===== src/rtl/fifo_wr_arbiter.sv =====
// fifo_wr_arbiter
//   Round-robin arbiter for the write port of one shared synchronous FIFO.
//   NREQ producers offer beats on valid/ready. One producer at a time owns
//   the port for a burst of up to MAX_BURST beats. Accepted beats go to the
//   FIFO write port in the same cycle, and only while the FIFO is not full.
//
// Handshake: a beat moves from producer i when req_valid[i] and req_ready[i]
//   are both high at a rising clk edge. req_ready never depends on the
//   producer's own valid, so a producer must hold valid and data stable
//   until it is accepted. Each cycle with fifo_wreq=1 is exactly one beat.
//
// Ports
//   clk, reset_n   clock; asynchronous active-low reset
//   req_valid      per-producer data valid            [NREQ]
//   req_data       producer i at [i*WIDTH +: WIDTH]   [NREQ*WIDTH]
//   req_ready      per-producer accept, one-hot or 0  [NREQ]
//   fifo_full      FIFO full flag
//   fifo_wreq      FIFO write strobe, one beat per high cycle
//   fifo_wdata     FIFO write data                    [WIDTH]
//   grant_active   arbiter FSM is in OWN (exposes FSM state)
//   grant_id       current owner, valid while grant_active=1
//   beat_total     running count of accepted beats, wraps at 2^16
module fifo_wr_arbiter #(
  parameter int WIDTH     = 8,
  parameter int NREQ      = 4,
  parameter int IDW       = 2,
  parameter int MAX_BURST = 4,
  parameter int BCW       = 3
) (
  input  logic                   clk,
  input  logic                   reset_n,
  input  logic [NREQ-1:0]        req_valid,
  input  logic [NREQ*WIDTH-1:0]  req_data,
  output logic [NREQ-1:0]        req_ready,
  input  logic                   fifo_full,
  output logic                   fifo_wreq,
  output logic [WIDTH-1:0]       fifo_wdata,
  output logic                   grant_active,
  output logic [IDW-1:0]         grant_id,
  output logic [15:0]            beat_total
);

  typedef enum logic {
    IDLE = 1'b0,
    OWN  = 1'b1
  } state_t;

  state_t           state, state_n;
  logic [IDW-1:0]   grant_n;
  logic [IDW-1:0]   rr_ptr, rr_n;
  logic [IDW-1:0]   pick, scan_idx;
  logic [BCW-1:0]   burst_cnt, burst_n;
  logic             found;
  logic             owner_valid;
  logic             beat;
  logic             last_beat;
  logic [WIDTH-1:0] slot [NREQ];

  always_comb begin
    for (int i = 0; i < NREQ; i++) begin
      slot[i] = req_data[i*WIDTH +: WIDTH];
    end
  end

  // Scan rr_ptr, rr_ptr+1, ... and take the first valid producer. NREQ is a
  // power of two, so the IDW-bit addition wraps modulo NREQ on its own.
  always_comb begin
    found    = 1'b0;
    pick     = rr_ptr;
    scan_idx = rr_ptr;
    for (int k = 0; k < NREQ; k++) begin
      scan_idx = rr_ptr + IDW'(k);
      if (!found && req_valid[scan_idx]) begin
        found = 1'b1;
        pick  = scan_idx;
      end
    end
  end

  assign grant_active = (state == OWN);
  assign owner_valid  = req_valid[grant_id];
  // fifo_full gates the write combinationally so a full FIFO never sees one.
  assign beat         = grant_active & owner_valid & ~fifo_full;
  assign last_beat    = (burst_cnt == BCW'(MAX_BURST - 1));
  assign fifo_wreq    = beat;
  assign fifo_wdata   = grant_active ? slot[grant_id] : '0;

  always_comb begin
    req_ready = '0;
    if (grant_active) begin
      req_ready[grant_id] = ~fifo_full;
    end
  end

  always_comb begin
    state_n = state;
    grant_n = grant_id;
    rr_n    = rr_ptr;
    burst_n = burst_cnt;
    case (state)
      IDLE: begin
        if (found) begin
          state_n = OWN;
          grant_n = pick;
          burst_n = '0;
        end
      end
      OWN: begin
        // Owner dropping valid or finishing its burst releases the port and
        // moves the owner to the lowest priority. A stall keeps everything.
        if (!owner_valid || (beat && last_beat)) begin
          state_n = IDLE;
          rr_n    = grant_id + IDW'(1);
        end else if (beat) begin
          burst_n = burst_cnt + BCW'(1);
        end
      end
      default: state_n = IDLE;
    endcase
  end

  always_ff @(posedge clk or negedge reset_n) begin
    if (!reset_n) begin
      state      <= IDLE;
      grant_id   <= '0;
      rr_ptr     <= '0;
      burst_cnt  <= '0;
      beat_total <= '0;
    end else begin
      state     <= state_n;
      grant_id  <= grant_n;
      rr_ptr    <= rr_n;
      burst_cnt <= burst_n;
      if (fifo_wreq) begin
        beat_total <= beat_total + 16'd1;
      end
    end
  end

endmodule


===== config.mk =====
export PLATFORM = sky130hd
export DESIGN_NAME = fifo_wr_arbiter
export DESIGN_NICKNAME = d
export VERILOG_FILES = /design/src/rtl/fifo_wr_arbiter.sv
export SDC_FILE = /design/constraint.sdc
export NUM_CORES = 1
export LEC_CHECK = 0
export ABC_AREA = 1
export CORE_MARGIN = 4
export CORE_UTILIZATION = 30
export CTS_BUF_LIST = sky130_fd_sc_hd__clkbuf_8
export CTS_CLUSTER_DIAMETER = 40
export CTS_CLUSTER_SIZE = 28
export DETAILED_ROUTE_END_ITERATION = 10
export GPL_ROUTABILITY_DRIVEN = 0
export PLACE_DENSITY_LB_ADDON = 0.15
export SLEW_MARGIN = 40
export SYNTH_ARGS = -nofsm -noshare
export SYNTH_HDL_FRONTEND = slang
export SYNTH_SLANG_ARGS = --single-unit

===== constraint.sdc =====
create_clock -name clk -period 2.2 [get_ports clk]
set_clock_uncertainty 0.2 [all_clocks]
set_input_delay 0.55 -clock clk [delete_from_list [all_inputs] [get_ports clk]]
set_output_delay 0.55 -clock clk [all_outputs]
set_load 0.005 [all_outputs]

==> flow_summary_export.csv <==
group,metric,value,unit
die,rows,28,
yosys,synth_mux_area_share,0,%
yosys,synth_top_family_by_area,"simple AND/OR/NAND/NOR gates",
grt,grt_pass1_vias,1989,
critical_path,path_buf_inv,2,
die,dieArea,7700,um^2
yosys,synth-simple-area-share,40.2,%
grt,grt_util_all_layers,14.4,%
critical_path,path_common_cell,"nor2_1",
timing,finalSetupViolCount,0,
yosys,yosysTopAreaCell,"dfrtp_1",
cts,clockRootBuffer,"clkbuf_8",
yosys,yosys.cell_types.count,28,
cts,cts_max_level,1,
critical_path,critPathRequiredTime,1.45,ns
hold_path,hp-start,"burst_cnt[1]",
cts,cts_tree,"done",
place,io_buffers,70,
yosys,synth_compound_area_share,10.2,%
drt,remaining_drc_errors,0,
timing,finalWorstSetupSlack,0.0222,ns
die,start_util,31.5,%
critical_path,reg2reg_from,"grant_id[0]",
layout,layout-drive-gt1-share,18.6,%
yosys,syn_inst,291,
yosys,synth_xor_area_share,5.50,%
critical_path,worstPathCellList,"clkdlybuf4s50_1 -> nor2_1 -> nor2_1 -> o21ai_1 -> a21oi_1 -> buf_2",
timing,rsz0062_at_grt,"true",
timing,fmax,0.459,GHz
drt,dr.pass1.iters,4,
drt,routed_wl,5540,um
critical_path,critPathMaxStageDelay,0.46,ns
critical_path,worstSetupEndpointType,"primary output",
die,die_h,87.8,um
pwr,power.density,1140,nW/um^2
yosys,yosysTopAreaCellShare,31.5,%
critical_path,critPathKind,"in -> out",
yosys,syn_area,1910,um^2
place,dp_slack,-0.558,ns
yosys,synth_seq_cells,24,
timing,fin_crit_sh,99.0,%
layout,syn2layout_area_growth,55.4,%
cts,path_clk_slew,0.08,ns
yosys,syn-num-nets,337,
layout,fill_cells,648,
timing,tightestPinTransition,0.307,ns
grt,grt-ovfl-total,0,
layout,layout.nets,435,
yosys,synth_area_per_cell,6.56,um^2
grt,antenna_found_initial,0,
drt,drt_first_iter_violations,48,
timing,slew_violations,0,
place,place_area,2890,um^2
drt,vias,2105,
timing,hold_violations,0,
cts,numCtsBuffers,3,
grt,grt_pass1_wl,9030,um
drt,wl_per_cell,12.0,um
pwr,peakVddDrop,465,uV
cts,cts_hold_buf,0,
critical_path,cp-start-kind,"input port",
critical_path,critPathSlowestCell,"clkdlybuf4s50_1",
layout,diodes,0,
critical_path,cp_max_fo,1,
outcome,outcome,"finished, final reports clean",
critical_path,cp.arrival,1.43,ns
yosys,ys_seq_area_share,31.5,%
drt,ant_nets,0,
pwr,p_leak,1.54,nW
run,drv_cap,0,
timing,min_period,2.18,ns
drt,avgViaCountPerCell,4.56,
cts,clk_path_buf_depth,2,
critical_path,crit_path_start,"req_data[20]",
layout,regArea,602,um^2
cts,clk_latency,0.26,ns
yosys,yosys_warnings,0,
grt,grt_max_degree,25,
layout,stdcell_area,2970,um^2
critical_path,critical-path-top-delay-family,"buffers and inverters",
yosys,synth_top_cells_by_area,"dfrtp_1 31%, nand2_1 16%, nor2_1 10%",
cts,cts_sinks,24,
layout,multiInputGateArea,1190,um^2
die,die_w,87.8,um
yosys,synth_fa_ha_area_share,4.59,%
hold_path,min_path_type,"reg -> reg",
timing,slew_headroom,79.5,%
die,core-area,6060,um^2
die,boundaryPins,71,
place,dp_hpwl,4300,um
-- metrics by stage --
stage	setup TNS, ns	std cells	hold WS [ns]	total power [mW]	util, %
2_1_floorplan	0	291	0.0544	2.02	-
3_3_place_gp	-8.71	457	0.292	3.09	47.6
3_5_place_dp	-8.93	457	0.297	3.12	47.6
4_1_cts	0	460	0.317	3.32	47.6
5_1_grt	-0.154	462	0.350	3.74	49.0
6_report	0	462	0.316	3.37	49.0
-- cell type report --
type / instances / area share [%]
inverters: 29 / 3.67
well taps: 75 / 3.16
clock buffers: 3 / 1.39
multi-input cells: 230 / 40.1
flip-flops and latches: 24 / 20.3
repair buffers: 101 / 31.5
-- worst min-delay path, cell delays in order, from the launching register on --
cell	delay (ns)
dfrtp_1	0.35
nand3_1	0.07
nand2_1	0.06
-- synth_stat cells (all sizes together) --
cell    number
xnor2        4
clkinv       1
ha           7
dfrtp       24
o211ai       1
buf          4
nand4        3
or2          1
o21ai       27
nand2       87
nor2        59
xor2         8
nor3         3
a31oi        1
inv         28
nand3       17
nand3b       3
clkbuf       4
a21oi        9
-- layer usage --
| metal | up-vias | wire length, um | GRT usage, % |
|---|---|---|---|
| met5 | - | 0 | 0 |
| met4 | 0 | 53 | 3.35 |
| met3 | 5 | 268 | 1.79 |
| met2 | 45 | 2550 | 24.1 |
| met1 | 947 | 2680 | 19.7 |
| li1 | 1108 | - | - |
-- what timing repair did --
item / in CTS / in global routing
resized for setup: 79 / 23
buffers inserted: 0 / 0
cloned: 0 / 2
endpoints found under the setup margin: 15 / 11
pin swaps: 12 / 18
-- placed cells by master, fill, tap and decap left out, types with 8 or more instances in the layout --
cell type and count:
xor2_1 8, nor2_1 51, buf_2 12, nand2_1 80
dlymetal6s2s_1 10, o21ai_0 9, a21oi_1 9, clkdlybuf4s50_1 38
inv_1 24, buf_4 25, nand3_1 15, o21ai_1 18
dlygate4sd2_1 9, dfrtp_1 23
-- flip-flops by register name, indices dropped and copies added (netlist names) --
signal,flops
grant_id,2
grant_active,1
burst_cnt,3
beat_total,16
rr_ptr,2
-- power breakdown --
part           switching (mW)  leakage, nW  total (mW)  internal [mW]
Clock                   0.132       0.0216       0.254          0.122
Sequential              0.196        0.309       0.799          0.603
Combinational            1.21         1.21        2.32           1.11
Total                    1.54         1.54        3.37           1.84
-- path summary, 6_finish.rpt --
path,end,slack [ns],cells past startpoint
setup / recovery,fifo_wdata[4],0.02,6
hold / removal,burst_cnt[1],0.32,2
setup reg to reg,beat_total[9],0.18,12
hold reg to reg,burst_cnt[1],0.32,2
max in group asynchronous,grant_id[0],1.11,2
min in group asynchronous,beat_total[12],0.43,2
-- kinds of logic after synthesis --
family                     count (synthesis)
xor gates and xnor gates                  12
AOI/OAI and AO/OA                         38
adders and majority gates                  7
DFF                                       24
and+or+nand+nor                          173
buffers and inverters                     37
(Power assumes the default switching activity.)
